<file path="src/rtl/alu_seq_pkg.sv">
// rtl/alu_seq_pkg.sv - shared state encoding, funct codes and defaults for alu_op_sequencer
package alu_seq_pkg;

   localparam logic [1:0] ALUOP_RTYPE_DEFAULT = 2'b11;
   localparam int         DATA_W_DEFAULT      = 8;

   typedef enum logic [1:0] {
      IDLE  = 2'd0,
      READ  = 2'd1,
      EXEC  = 2'd2,
      WRITE = 2'd3
   } seq_state_t;

   localparam logic [5:0] FUNCT_ADD = 6'b100000;
   localparam logic [5:0] FUNCT_SUB = 6'b100010;
   localparam logic [5:0] FUNCT_AND = 6'b100100;
   localparam logic [5:0] FUNCT_OR  = 6'b100101;
   localparam logic [5:0] FUNCT_SLT = 6'b101010;

   function automatic logic funct_supported(input logic [5:0] f);
      return f inside {FUNCT_ADD, FUNCT_SUB, FUNCT_AND, FUNCT_OR, FUNCT_SLT};
   endfunction

endpackage

</file>
<file path="src/rtl/alu_op_sequencer_if.sv">
// rtl/alu_op_sequencer_if.sv - request/completion handshake bundle for alu_op_sequencer
interface alu_op_sequencer_if #(
   parameter int DATA_W = 8
);
   logic              req_valid;
   logic              req_ready;
   logic [5:0]        req_funct;
   logic [2:0]        req_rs;
   logic [2:0]        req_rt;
   logic [2:0]        req_rd;
   logic              done;
   logic              done_err;
   logic [DATA_W-1:0] done_result;

   modport master (
      output req_valid, req_funct, req_rs, req_rt, req_rd,
      input  req_ready, done, done_err, done_result
   );

   modport slave (
      input  req_valid, req_funct, req_rs, req_rt, req_rd,
      output req_ready, done, done_err, done_result
   );
endinterface

</file>
<file path="src/rtl/alu_seq_wrmux.sv">
// rtl/alu_seq_wrmux.sv - regfile write-port arbiter: external writer vs sequencer write-back
module alu_seq_wrmux #(
   parameter int DATA_W = 8
) (
   input  logic              ext_sel,
   input  logic [2:0]        ext_wa,
   input  logic [DATA_W-1:0] ext_wd,
   input  logic              seq_sel,
   input  logic              seq_ok,
   input  logic [2:0]        seq_wa,
   input  logic [DATA_W-1:0] seq_wd,
   output logic [2:0]        wa,
   output logic [DATA_W-1:0] wd,
   output logic              regwrite
);
   always_comb begin
      wa       = '0;
      wd       = seq_wd;
      regwrite = 1'b0;
      if (ext_sel) begin
         wa       = ext_wa;
         wd       = ext_wd;
         regwrite = 1'b1;
      end else if (seq_sel) begin
         wa       = seq_wa;
         // r0 is the hardwired zero register, so write-back there is dropped.
         regwrite = seq_ok && (seq_wa != 3'd0);
      end
   end
endmodule

</file>
<file path="src/rtl/alu_op_sequencer.sv">
// rtl/alu_op_sequencer.sv - multi-cycle R-type read/exec/write sequencer (optional ALU_SEQ_OPCOUNT_EN counters)
module alu_op_sequencer
   import alu_seq_pkg::*;
#(
   parameter logic [1:0] ALUOP_RTYPE = ALUOP_RTYPE_DEFAULT,
   parameter int         DATA_W      = DATA_W_DEFAULT
) (
   input  logic              clk,
   input  logic              reset_n,
   alu_op_sequencer_if.slave req_if,
   input  logic              ext_we,
   input  logic [2:0]        ext_wa,
   input  logic [DATA_W-1:0] ext_wd,
   output logic              ext_ready,
`ifdef ALU_SEQ_OPCOUNT_EN
   output logic [15:0]       op_count,
   output logic [7:0]        err_count,
`endif
   output logic [2:0]        ra1,
   output logic [2:0]        ra2,
   input  logic [DATA_W-1:0] rd1,
   input  logic [DATA_W-1:0] rd2,
   output logic [DATA_W-1:0] a,
   output logic [DATA_W-1:0] b,
   output logic [1:0]        aluop,
   output logic [5:0]        funct,
   input  logic [DATA_W-1:0] result,
   output logic [2:0]        wa,
   output logic [DATA_W-1:0] wd,
   output logic              regwrite
);
   seq_state_t        state;
   logic [5:0]        funct_q;
   logic [2:0]        rd_q;
   logic [DATA_W-1:0] res_q;
   logic              accept;
   logic              ext_sel;

   // The external writer has priority in IDLE; a pending request simply waits.
   assign ext_sel          = (state == IDLE) && ext_we;
   assign accept           = (state == IDLE) && !ext_we && req_if.req_valid;
   assign req_if.req_ready = (state == IDLE) && !ext_we;
   assign ext_ready        = (state == IDLE);
   assign req_if.done_result = res_q;

   always_ff @(posedge clk or negedge reset_n) begin
      if (!reset_n) begin
         state           <= IDLE;
         funct_q         <= '0;
         rd_q            <= '0;
         res_q           <= '0;
         ra1             <= '0;
         ra2             <= '0;
         a               <= '0;
         b               <= '0;
         aluop           <= '0;
         funct           <= '0;
         req_if.done     <= 1'b0;
         req_if.done_err <= 1'b0;
      end else begin
         req_if.done     <= 1'b0;
         req_if.done_err <= 1'b0;
         case (state)
            IDLE: begin
               if (accept) begin
                  funct_q <= req_if.req_funct;
                  rd_q    <= req_if.req_rd;
                  ra1     <= req_if.req_rs;
                  ra2     <= req_if.req_rt;
                  state   <= READ;
               end
            end
            READ: begin
               a     <= rd1;
               b     <= rd2;
               ra1   <= '0;
               ra2   <= '0;
               aluop <= ALUOP_RTYPE;
               funct <= funct_q;
               state <= EXEC;
            end
            EXEC: begin
               // res_q doubles as write data and the held done_result.
               res_q           <= result;
               aluop           <= '0;
               funct           <= '0;
               req_if.done     <= 1'b1;
               req_if.done_err <= !funct_supported(funct_q);
               state           <= WRITE;
            end
            WRITE:   state <= IDLE;
            default: state <= IDLE;
         endcase
      end
   end

   alu_seq_wrmux #(.DATA_W(DATA_W)) u_wrmux (
      .ext_sel  (ext_sel),
      .ext_wa   (ext_wa),
      .ext_wd   (ext_wd),
      .seq_sel  (state == WRITE),
      .seq_ok   (funct_supported(funct_q)),
      .seq_wa   (rd_q),
      .seq_wd   (res_q),
      .wa       (wa),
      .wd       (wd),
      .regwrite (regwrite)
   );

`ifdef ALU_SEQ_OPCOUNT_EN
   always_ff @(posedge clk or negedge reset_n) begin
      if (!reset_n) begin
         op_count  <= '0;
         err_count <= '0;
      end else if (req_if.done) begin
         if (!req_if.done_err)
            op_count <= op_count + 16'd1;
         else if (err_count != 8'hff)
            err_count <= err_count + 8'd1;
      end
   end
`endif

endmodule

</file>
<file path="src/flat_wrapper.sv">
// flat-port wrapper written by rule: the top's interface ports become plain ports
module alu_op_sequencer_flat import alu_seq_pkg::*;
#(
   parameter logic [1:0] ALUOP_RTYPE = ALUOP_RTYPE_DEFAULT,
   parameter int         DATA_W      = DATA_W_DEFAULT
)
  (clk, reset_n, ext_we, ext_wa, ext_wd, ext_ready, ra1, ra2, rd1, rd2, a, b, aluop, funct, result, wa, wd, regwrite, req_if_req_valid, req_if_req_funct, req_if_req_rs, req_if_req_rt, req_if_req_rd, req_if_req_ready, req_if_done, req_if_done_err, req_if_done_result);
  alu_op_sequencer_if #(.DATA_W(DATA_W)) req_if_i ();
  input  logic clk;
  input  logic reset_n;
  input  logic ext_we;
  input  logic [2:0] ext_wa;
  input  logic [DATA_W-1:0] ext_wd;
  output logic ext_ready;
  output logic [2:0] ra1;
  output logic [2:0] ra2;
  input  logic [DATA_W-1:0] rd1;
  input  logic [DATA_W-1:0] rd2;
  output logic [DATA_W-1:0] a;
  output logic [DATA_W-1:0] b;
  output logic [1:0] aluop;
  output logic [5:0] funct;
  input  logic [DATA_W-1:0] result;
  output logic [2:0] wa;
  output logic [DATA_W-1:0] wd;
  output logic regwrite;
  input wire logic [$bits(req_if_i.req_valid)-1:0] req_if_req_valid;
  input wire logic [$bits(req_if_i.req_funct)-1:0] req_if_req_funct;
  input wire logic [$bits(req_if_i.req_rs)-1:0] req_if_req_rs;
  input wire logic [$bits(req_if_i.req_rt)-1:0] req_if_req_rt;
  input wire logic [$bits(req_if_i.req_rd)-1:0] req_if_req_rd;
  output wire logic [$bits(req_if_i.req_ready)-1:0] req_if_req_ready;
  output wire logic [$bits(req_if_i.done)-1:0] req_if_done;
  output wire logic [$bits(req_if_i.done_err)-1:0] req_if_done_err;
  output wire logic [$bits(req_if_i.done_result)-1:0] req_if_done_result;
  assign req_if_i.req_valid = req_if_req_valid;
  assign req_if_i.req_funct = req_if_req_funct;
  assign req_if_i.req_rs = req_if_req_rs;
  assign req_if_i.req_rt = req_if_req_rt;
  assign req_if_i.req_rd = req_if_req_rd;
  assign req_if_req_ready = req_if_i.req_ready;
  assign req_if_done = req_if_i.done;
  assign req_if_done_err = req_if_i.done_err;
  assign req_if_done_result = req_if_i.done_result;
  alu_op_sequencer #(.ALUOP_RTYPE(ALUOP_RTYPE), .DATA_W(DATA_W)) u_core (.clk(clk), .reset_n(reset_n), .req_if(req_if_i), .ext_we(ext_we), .ext_wa(ext_wa), .ext_wd(ext_wd), .ext_ready(ext_ready), .ra1(ra1), .ra2(ra2), .rd1(rd1), .rd2(rd2), .a(a), .b(b), .aluop(aluop), .funct(funct), .result(result), .wa(wa), .wd(wd), .regwrite(regwrite));
endmodule
</file>
<file path="config.mk">
export PLATFORM = sky130hd
export DESIGN_NAME = alu_op_sequencer_flat
export DESIGN_NICKNAME = d
export VERILOG_FILES = /design/src/rtl/alu_seq_pkg.sv /design/src/rtl/alu_op_sequencer_if.sv /design/src/rtl/alu_seq_wrmux.sv /design/src/rtl/alu_op_sequencer.sv /design/src/flat_wrapper.sv
export SDC_FILE = /design/constraint.sdc
export NUM_CORES = 1
export LEC_CHECK = 0
export CORE_MARGIN = 2
export CORE_UTILIZATION = 44
export CTS_CLUSTER_DIAMETER = 30
export DETAILED_ROUTE_END_ITERATION = 6
export PLACE_DENSITY = 0.86
export SETUP_SLACK_MARGIN = 0.3
export SLEW_MARGIN = 25
export SYNTH_ARGS = -nofsm -noshare
export SYNTH_HDL_FRONTEND = slang
export SYNTH_SLANG_ARGS = --single-unit
</file>
<file path="constraint.sdc">
create_clock -name clk -period 3.7 [get_ports clk]
set_input_delay 0.37 -clock clk [delete_from_list [all_inputs] [get_ports clk]]
set_output_delay 0.37 -clock clk [all_outputs]
set_load 0.02 [all_outputs]
</file>
== After elaboration in Yosys (flattened, before gate mapping) ==
Cells that the tools add are included.

* Equal/unequal tests: 9
* Mux-type cells: 15
* Reduce and logical (&&, ||, !) cells: 13

{| class="wikitable"
|+ Operator list
! kind !! count
|-
| equality test 6 bit, second input constant || 5
|-
| two-way mux 3 bit || 4
|-
| case mux 3 bit (2 select lines) || 2
|-
| case mux 6 bit (2 select lines) || 1
|-
| two-way mux 8 bit || 1
|-
| case mux 2 bit (4 select lines) || 1
|-
| nonzero test 5 bit || 1
|-
| equality test 2 bit, second input constant || 2
|-
| logical AND 1 bit || 4
|-
| two-way mux 1 bit || 4
|-
| case mux 2 bit (2 select lines) || 1
|-
| AND reduction 2 bit || 2
|-
| nonzero test 2 bit || 2
|-
| nonzero test 3 bit || 1
|-
| equality test 2 x 1 -> 1 bit, second input constant || 1
|-
| logical NOT 1 bit || 2
|-
| logical NOT 2 bit || 1
|-
| two-way mux 2 bit || 1
|-
| != test 2 x 1 -> 1 bit, second input constant || 1
|}

* Flip-flop bits (word level): 51
* Input port bits: 54
* Word-level logic and storage cells: 49

== Longest topological paths before layout ==
Gate-level depths: netlist (run 1).

* Depth after elaboration: 5
* Depth in mapped cells: 6
* Mapped depth without buffers: 5

== By module ==
From an unflattened synthesis (run 1), not the netlist that was laid out.

* Cell total of the unflattened synthesis: 166
* Area total of the unflattened synthesis: 2253.4 µm²

{| class="wikitable"
|+ By module, submodules not included
! module !! instances !! cells an instance !! area each (µm²) !! seq. area each (µm²)
|-
| alu_op_sequencer || 1 || 150 || 2098.3 || 1251.2
|-
| alu_seq_wrmux || 1 || 16 || 155.1 || 0.0
|}

== Least setup slack after synthesis (run 1) ==
No wires, ideal clock.

* Path kind: reg-to-output
* From: register u_core.state[0]
* To: output wd[1]
* Arrival time: 1519 ps
* Required time: 3330 ps
* Setup slack: 1811 ps
* Stages on the path, launching flop included: 6
* Buffers on the path: 1
* Cell sequence: dfrtp_1 inv_1 ha_1 nand2_2 buf_4 mux2_4

* Word-level cells in the longest chain between the ends: 3

{| class="wikitable"
|+ Ends and longest elaborated chain
! element !! RTL line !! source
|-
| from (decl) || alu_op_sequencer.sv:32 || <nowiki>seq_state_t state;</nowiki>
|-
| from (signal assigned) || alu_op_sequencer.sv:48 || <nowiki>state <= IDLE;</nowiki>
|-
| from (signal assigned) || alu_op_sequencer.sv:70 || <nowiki>state <= READ;</nowiki>
|-
| from (signal assigned) || alu_op_sequencer.sv:80 || <nowiki>state <= EXEC;</nowiki>
|-
| logical NOT 2 bit || n/a ||
|-
| named net ext_ready || flat_wrapper.sv:14 || <nowiki>output logic ext_ready;</nowiki>
|-
| logical AND 1 bit || alu_op_sequencer.sv:40 || <nowiki>assign ext_sel = (state == IDLE) && ext_we;</nowiki>
|-
| two-way mux 8 bit || alu_seq_wrmux.sv:20 || <nowiki>if (ext_sel) begin</nowiki>
|-
| to (decl) || flat_wrapper.sv:25 || <nowiki>output logic [DATA_W-1:0] wd;</nowiki>
|}

The timed path passes the listed nets, and every way through them passes these cells.

== Worst setup path after layout (run 1) ==
* From: register u_core.state[0]
* To: output wd[7]

* Word-level cells in the longest chain between the ends: 3

{| class="wikitable"
|+ Ends and longest elaborated chain
! element !! RTL line
|-
| logical NOT 2 bit || alu_op_sequencer.sv:40
|-
| logical AND 1 bit || alu_op_sequencer.sv:40
|-
| two-way mux 8 bit || alu_seq_wrmux.sv:20
|}

No other way between the ends.

==> results of run 1 <==
[layout by cell type (no fill, tap or decap)]
cell and instances:
nand3_1 12, nand3b_1 6, o21ai_1 6, inv_1 9, nand2_2 1, o21ai_0 7
mux2_2 28, buf_4 2, nor2b_1 1, mux2_4 13, dfrtp_1 50, clkbuf_8 6
nand2_1 4, mux2i_1 8, clkdlybuf4s50_1 106, nor2_1 1, and2_1 1, nand3b_4 1
ha_1 4, o31ai_1 1, a31oi_1 1, buf_2 1, clkinvlp_4 1, clkinv_2 1
nand2b_1 1, mux2_1 1, nand4b_1 1
[cell families after synthesis]
logic type	share of synthesized area [%]
compound gates	3.49
fa+ha+maj	2.22
buf+inv	4.32
flops	55.4
mux	26.7
simple gates	7.87
[routing by layer]
| layer | global-route usage, % | routed length (um) | part of all wire [%] | up-vias |
|---|---|---|---|---|
| met5 | 0 | 0 | 0 | - |
| met4 | 5.85 | 57 | 1.2 | 0 |
| met3 | 6.08 | 437 | 9.0 | 5 |
| met2 | 29.5 | 2400 | 49 | 65 |
| met1 | 19.5 | 1970 | 40 | 823 |
| li1 | - | - | - | 790 |
[registers in the layout, indices dropped and copies added (netlist names)]
signal and flops:
u_core.aluop 1, u_core.funct 6, u_core.a 8, u_core.ra2 3, u_core.req_if.done_result 8, u_core.ra1 3, u_core.funct_q 6, u_core.state 2
u_core.b 8, u_core.req_if.done_err 1, u_core.rd_q 3, u_core.req_if.done 1
[power by group]
part	leakage [nW]	total (mW)	internal, mW	switching, mW
combinational	0.884	1.80	0.968	0.831
clock	0.0472	0.327	0.150	0.176
sequential	0.599	0.996	0.823	0.173
[worst paths after layout]
kind,to,start
min,u_core.funct_q[2],reset_n
max reg2reg,u_core.state[1],u_core.state[0]
max,wd[7],u_core.state[0]
min in group clk,u_core.b[1],u_core.b[1]
min reg2reg,u_core.b[1],u_core.b[1]
max in group asynchronous,u_core.b[0],reset_n
[worst register-to-register path: cells and delay by family, from the launching register on]
kind / cells / cell delay [ns]
fa+ha+maj: 1 / 0.19
mux: 1 / 0.33
flops: 1 / 0.41
simple gates: 2 / 0.53
buf+inv: 2 / 0.33
[area by class of cell]
type,instances,area (um2)
Multi-Input combinational cell,98,908
Tap cell,70,87.6
Timing Repair Buffer,109,1080
Clock buffer,6,82.6
Clock inverter,2,12.5
Fill cell,375,1590
Sequential cell,50,1250
Inverter,9,33.8
[cell usage after synthesis (2+ instances only)]
cell / instances
inv_1: 9
ha_1: 4
mux2_2: 28
o21ai_1: 6
dfrtp_1: 50
nand3_1: 12
nand2_1: 4
mux2i_1: 8
o21ai_0: 7
mux2_4: 13
clkbuf_1: 3
buf_2: 3
nand3b_1: 6
buf_6: 2
buf_4: 2
==> run metrics, run 1 <==
result of the run finished, final reports clean; Final HPWL DP 3530 um; startpoint type of the worst setup path register; share of final-layout standard cells stronger than drive strength 1 19.7%; 1st-iter DRT viols 55; Final GP Congestion 0.663; power density relative to cell area 903 nW/um2; Leak Pwr 1.53 nW; Crit Path Max Fanout 12; min cycle time layout 2.56 ns; max incr delay on CP 0.54 ns; total power 3.12 mW; Post-Synthesis Cells 167; count of input and output buffers 107; total I/O pin count 108; Main synth FF type dfrtp_1; post-route fraction of the period consumed by the critical path 69.1%; signal arrival time at the worst endpoint 2.19 ns; number of global-route vias before repair 1650; fmax 391 MHz; first-pass GRT wire length 7370 um; data required time of the critical path 3.33 ns; setup repair after global routing missed its margin false; core utilization of the finished layout 68.6%; clock buffer depth 2; number of iterations in the first detailed-routing pass 4; number of design rule violations left after detail routing 0; kind of path behind the tightest hold check in -> async; Final Routed Wirelength 4860 um; largest voltage drop on the vdd net 0.000534 V; gr ovfl total 0; Resized cells post-CTS 0; count of yosys warnings during synthesis 0; antenna violations before repair 0; flip-flop and latch count after synthesis 50; cts bufs inserted 5; transition at the pin with the smallest max-transition slack 0.943 ns; number of nets in the layout 331; Cell Count Post-Placement 336; FP Rows 26; final number of hold-violating endpoints 0; number of enable-type register cells in the synthesized netlist 0; fraction of synthesized cell area taken by the top area cell type 55.4%; Post-Place Setup Slack 1.18 ns; cell family with the largest share of critical-path delay buffers and inverters; number of different library cells in the post-synthesis netlist 25; depth of the CTS H-tree 2; Worst Setup End Kind output port; Post-Syn Nets 225; TritonCTS sink count 50; largest net degree at the start of global routing 51; post-synthesis sequential area ratio 55.4%; via total after detailed routing 1683; placeable core region 5040 um2; cell type with the largest total area after synthesis dfrtp_1; max-cap violation count 0; number of buffers inserted for hold repair after clock tree synthesis 0; slowest stage cell on the critical path clkdlybuf4s50_1; cell depth of the worst flop-to-flop path 6; overall die height 75.6 um; via density per instance 4.89; number of cells on the critical path 5; signed area change from the synthesized netlist to the final layout 53.2%; Setup violations, final 0; critical-path cell list inv_1 > ha_1 > nand2_2 > mux2_2 > clkdlybuf4s50_1; Die Wd 75.6 um; number of standard cells in the final layout excluding fillers 344; Crit Path Class reg -> out; Clk Latency, worst-skew pair 0.30 ns; routed wirelength normalized by instance count 14.1 um; proportion of synthesized flip-flops having asynchronous set or reset 100%; Root Buffer clkbuf_8; worst hold-check slack 0.160 ns; CTS tree yes; aggregate global-route resource usage 17.0%; total negative setup slack 0 ns; post-route setup slack 1.14 ns; standard cell area after detailed placement 3360 um2; area of the die 5720 um2; post-CTS repair timing setup buffer count 0; clock slew at reported path FFs 0.09 ns; buffering stage count on the worst path with inverters included 2; initial core utilization 44.8%; slew margin rel. 37.1%; top area cells in the synthesized netlist dfrtp_1 (55%), mux2_2 (14%), mux2_4 (8.6%), mux2i_1 (3.5%), nand3_1 (2.7%); Avg Inst Size Synth 13.5 um2; ant diodes 0; combined area of all synthesized cells 2260 um2; number of max-slew violations in the final report 0; post-route cell area 3460 um2; worst setup skew after layout 0.00847 ns; reg-to-reg slack, setup 1.81 ns; antenna viol nets, final 0
(Power assumes the default switching activity.)
==> inputs of run 2 (changes only) <==
CORE_UTILIZATION = 37   (was 44)
PLACE_DENSITY = 0.77   (was 0.86)
clock period = 2.2 ns   (was 3.7 ns; I/O delays follow)
==> run metrics, run 2 (synthesized netlist as in run 1, its figures left out) <==
worst r2r dst u_core.req_if.done_result[0]; transition at the pin with the smallest max-transition slack 0.687 ns; kind of path behind the tightest hold check in -> async; gr ovfl total 0; Final Routed Wirelength 5310 um; Final GP Congestion 0.655; most common library cell in the layout ignoring fill and taps clkdlybuf4s50_1; via density per instance 4.76; aggregate global-route resource usage 16.2%; overall die height 82.1 um; setup repair after global routing missed its margin true; number of buffers inserted for hold repair after clock tree synthesis 0; TritonCTS sink count 50; Crit Path Max Fanout 5; number of standard cells in the final layout excluding fillers 365; number of design rule violations left after detail routing 0; standard cell area after detailed placement 3380 um2; worst setup skew after layout 0.0107 ns; Cell Count Post-Placement 343; cell depth of the worst flop-to-flop path 4; CTS tree yes; slowest stage cell on the critical path dfrtp_1; total power 5.45 mW; startpoint type of the worst setup path register; cts bufs inserted 5; 1st-iter DRT viols 48; via total after detailed routing 1739; total I/O pin count 108; commonest cells after routing, fill and taps aside clkdlybuf4s50_1 (92), dfrtp_1 (50), mux2_2 (28); fmax 543 MHz; min cycle time layout 1.84 ns; number of iterations in the first detailed-routing pass 2; r2r startpoint u_core.state[0]; reg-to-reg slack, setup 0.46 ns; initial core utilization 38.1%; data required time of the critical path 1.98 ns; total negative setup slack 0 ns; post-route cell area 3600 um2; area of the die 6740 um2; Post-Place Setup Slack 0.122 ns; share of final-layout standard cells stronger than drive strength 1 29.7%; launching element of the worst setup path u_core.state[1]; clock buffer depth 2; first-pass GRT wire length 8290 um; post-route setup slack 0.357 ns; antenna viol nets, final 0; power density relative to cell area 1510 nW/um2; signal arrival time at the worst endpoint 1.62 ns; max-cap violation count 0; clock slew at reported path FFs 0.09 ns; final number of hold-violating endpoints 0; worst hold-check slack 0.0125 ns; Worst Setup End Kind output port; FP Rows 28; result of the run finished, final reports clean; signed area change from the synthesized netlist to the final layout 59.5%; largest net degree at the start of global routing 51; number of max-slew violations in the final report 0; critical-path cell list inv_2 > ha_4 > nand2_4 > buf_6 > mux2_4 > buf_4; Crit Path Class reg -> out; largest voltage drop on the vdd net 0.000733 V; number of nets in the layout 347; Die Wd 82.1 um; core utilization of the finished layout 60.8%; Leak Pwr 1.63 nW; ant diodes 0; placeable core region 5920 um2; max incr delay on CP 0.41 ns; Root Buffer clkbuf_8; routed wirelength normalized by instance count 14.5 um; number of global-route vias before repair 1830; depth of the CTS H-tree 2; Setup violations, final 0; Final HPWL DP 3620 um; slew margin rel. 54.2%; post-route fraction of the period consumed by the critical path 83.8%; count of input and output buffers 107; antenna violations before repair 0; Clk Latency, worst-skew pair 0.30 ns
==> run 2: cell types whose count changed in the layout (fill, tap and decap cells not counted), sizes merged, moves of 3 or more <==
cell,change
buf,+20
clkdlybuf4s50,-14
clkbuf,+3
clkdlybuf4s15,+4
==> run 2: worst max-delay path: cells and delay by family (launching register included) <==
kind,cells,cell delay (ns)
mux,1,0.28
flops,1,0.41
fa+ha+maj,1,0.17
buf+inv,3,0.39
simple gates,1,0.08
==> run 2: power by group <==
group	switching, mW	leakage, nW	internal (mW)
Clock	0.289	0.0452	0.225
Sequential	0.295	0.599	1.38
Combinational	1.48	0.983	1.77
==> run 2: cell type report <==
class / instances / area, um2
Fill cell: 493 / 2320
Sequential cell: 50 / 1250
Timing Repair Buffer: 123 / 1190
Multi-Input combinational cell: 100 / 946
Tap cell: 75 / 93.8
Clock buffer: 6 / 72.6
Inverter: 9 / 33.8
Clock inverter: 2 / 13.8
==> run 2: metal layers <==
layer  share of wire [%]  global-route usage [%]
met4                0.55                    5.17
met2                  50                    28.4
met1                  41                    18.7
met3                 7.5                    5.43
met5                   0                       0
==> run 2: repair_timing <==
item	4_1_cts	5_1_grt
gates resized for setup	27	40
setup buffers	8	4
pin swaps	2	1
hold endpoints to repair	0	0
cloned	2	0
setup endpoints to repair	15	15
==> run 2: worst max-delay path by stage <==
stage / to / slack, ns / cells past startpoint
6_report: wd[5] / 0.36 / 6
5_1_grt: wd[5] / 0.28 / 6
4_1_cts: wd[5] / 0.11 / 6
3_5_place_dp: wd[0] / 0.12 / 4
3_3_place_gp: wd[0] / 0.14 / 4
2_1_floorplan: wd[1] / 0.46 / 5
==> inputs of run 3 (changes only) <==
CORE_UTILIZATION = 41   (was 37)
PLACE_DENSITY = 0.81   (was 0.77)
clock period = 1.9 ns   (was 2.2 ns; I/O delays follow)
==> run metrics, run 3 (synthesized netlist as in run 1, its figures left out) <==
result of the run finished, final reports clean; post-route cell area 3760 um2; standard cell area after detailed placement 3470 um2; depth of the CTS H-tree 2; number of max-slew violations in the final report 0; CTS tree yes; worst setup skew after layout 0.00813 ns; signed area change from the synthesized netlist to the final layout 66.7%; share of final-layout standard cells stronger than drive strength 1 33.7%; area of the die 6110 um2; antenna viol nets, final 0; via density per instance 4.72; count of input and output buffers 107; ant diodes 0; antenna violations before repair 0; FP Rows 27; Final GP Congestion 0.728; max incr delay on CP 0.40 ns; gr ovfl total 0; clock buffer depth 2; Worst Setup End Kind output port; Final HPWL DP 3650 um; overall die height 78.2 um; setup repair after global routing missed its margin true; power density relative to cell area 1750 nW/um2; number of iterations in the first detailed-routing pass 3; Crit Path Max Fanout 5; aggregate global-route resource usage 17.2%; number of nets in the layout 351; post-route fraction of the period consumed by the critical path 93.1%; final number of hold-violating endpoints 0; largest voltage drop on the vdd net 0.000845 V; Crit Path Class reg -> out; total I/O pin count 108; Die Wd 78.2 um; number of design rule violations left after detail routing 0; largest net degree at the start of global routing 29; transition at the pin with the smallest max-transition slack 0.539 ns; critical-path cell list inv_2 > ha_4 > nand2_4 > buf_12 > mux2_4 > buf_6; fmax 565 MHz; via total after detailed routing 1726; cell family with the largest share of critical-path delay flip-flops; reg-to-reg slack, setup 0.33 ns; commonest cells after routing, fill and taps aside clkdlybuf4s50_1 (92), dfrtp_1 (50), mux2_2 (26); first-pass GRT wire length 8330 um; core utilization of the finished layout 69.6%; 1st-iter DRT viols 44; max-cap violation count 0; min cycle time layout 1.77 ns; signal arrival time at the worst endpoint 1.58 ns; data required time of the critical path 1.71 ns; Setup violations, final 0; slew margin rel. 64.1%; kind of path behind the tightest hold check in -> async; initial core utilization 41.8%; clock slew at reported path FFs 0.10 ns; buffering stage count on the worst path with inverters included 3; Leak Pwr 1.71 nW; startpoint type of the worst setup path register; cts bufs inserted 5; slowest stage cell on the critical path dfrtp_1; routed wirelength normalized by instance count 14.2 um; Final Routed Wirelength 5220 um; placeable core region 5410 um2; Clk Latency, worst-skew pair 0.30 ns; Root Buffer clkbuf_8; total power 6.59 mW; most common library cell in the layout ignoring fill and taps clkdlybuf4s50_1; TritonCTS sink count 50; number of global-route vias before repair 1769
-- run 3: cell types whose count changed in the layout (fill, tap and decap cells not counted), sizes merged --
cell and change:
nand2 -1, dlygate4sd3 +1, nand3b -1, clkbuf -4, dlygate4sd2 -1, clkdlybuf4s15 -4, buf +13, inv +1
-- run 3: worst paths after layout --
| path | startpoint | end | cells past startpoint |
|---|---|---|---|
| hold reg to reg | u_core.b[3] | u_core.b[3] | 1 |
| min in group clk | req_if_req_funct[2] | u_core.funct_q[2] | 2 |
| setup / recovery | u_core.state[0] | wd[4] | 6 |
| max in group asynchronous | reset_n | u_core.a[2] | 3 |
| hold / removal | reset_n | u_core.funct[2] | 2 |
| setup reg to reg | u_core.state[0] | u_core.rd_q[1] | 7 |
-- run 3: metal layers --
layer | vias to the layer above | wire length (um) | share of wire, % | GRT usage (%)
met4 | 0 | 65 | 1.2 | 4.39
met3 | 6 | 355 | 6.8 | 5.17
met5 | - | 0 | 0 | 0
li1 | 825 | - | - | -
met2 | 67 | 2540 | 49 | 27.8
met1 | 828 | 2250 | 43 | 22.8
-- run 3: where the power goes --
group / internal (mW) / switching [mW] / total (mW)
logic: 2.26 / 1.77 / 4.04
registers: 1.60 / 0.334 / 1.94
clock network: 0.260 / 0.356 / 0.616
-- run 3: area by class of cell --
class,instances,area (um2)
Inverter,9,33.8
Tap cell,72,90.1
Timing Repair Buffer,129,1320
Sequential cell,50,1250
Fill cell,413,1640
Multi-Input combinational cell,98,977
Clock inverter,3,18.8
Clock buffer,5,68.8
-- run 3: through the flow --
stage	setup WS [ns]	setup TNS [ns]	hold slack (ns)	cells
floorplan	0.312	0	-0.106	167
global route	0.0789	0	0.453	366
CTS	0.130	0	0.419	363
finish	0.131	0	0.400	366
detailed placement	-0.0219	-0.150	0.207	348
global placement	-0.0207	-0.116	0.195	348
-- run 3: timing repair --
| item | in CTS | in global routing |
|---|---|---|
| cloned | 1 | 0 |
| setup endpoints to repair | 29 | 18 |
| hold endpoints to repair | 22 | 0 |
| hold buffers | 1 | 0 |
| gates resized for setup | 87 | 20 |
| pin swaps | 5 | 1 |
| setup buffers | 5 | 3 |
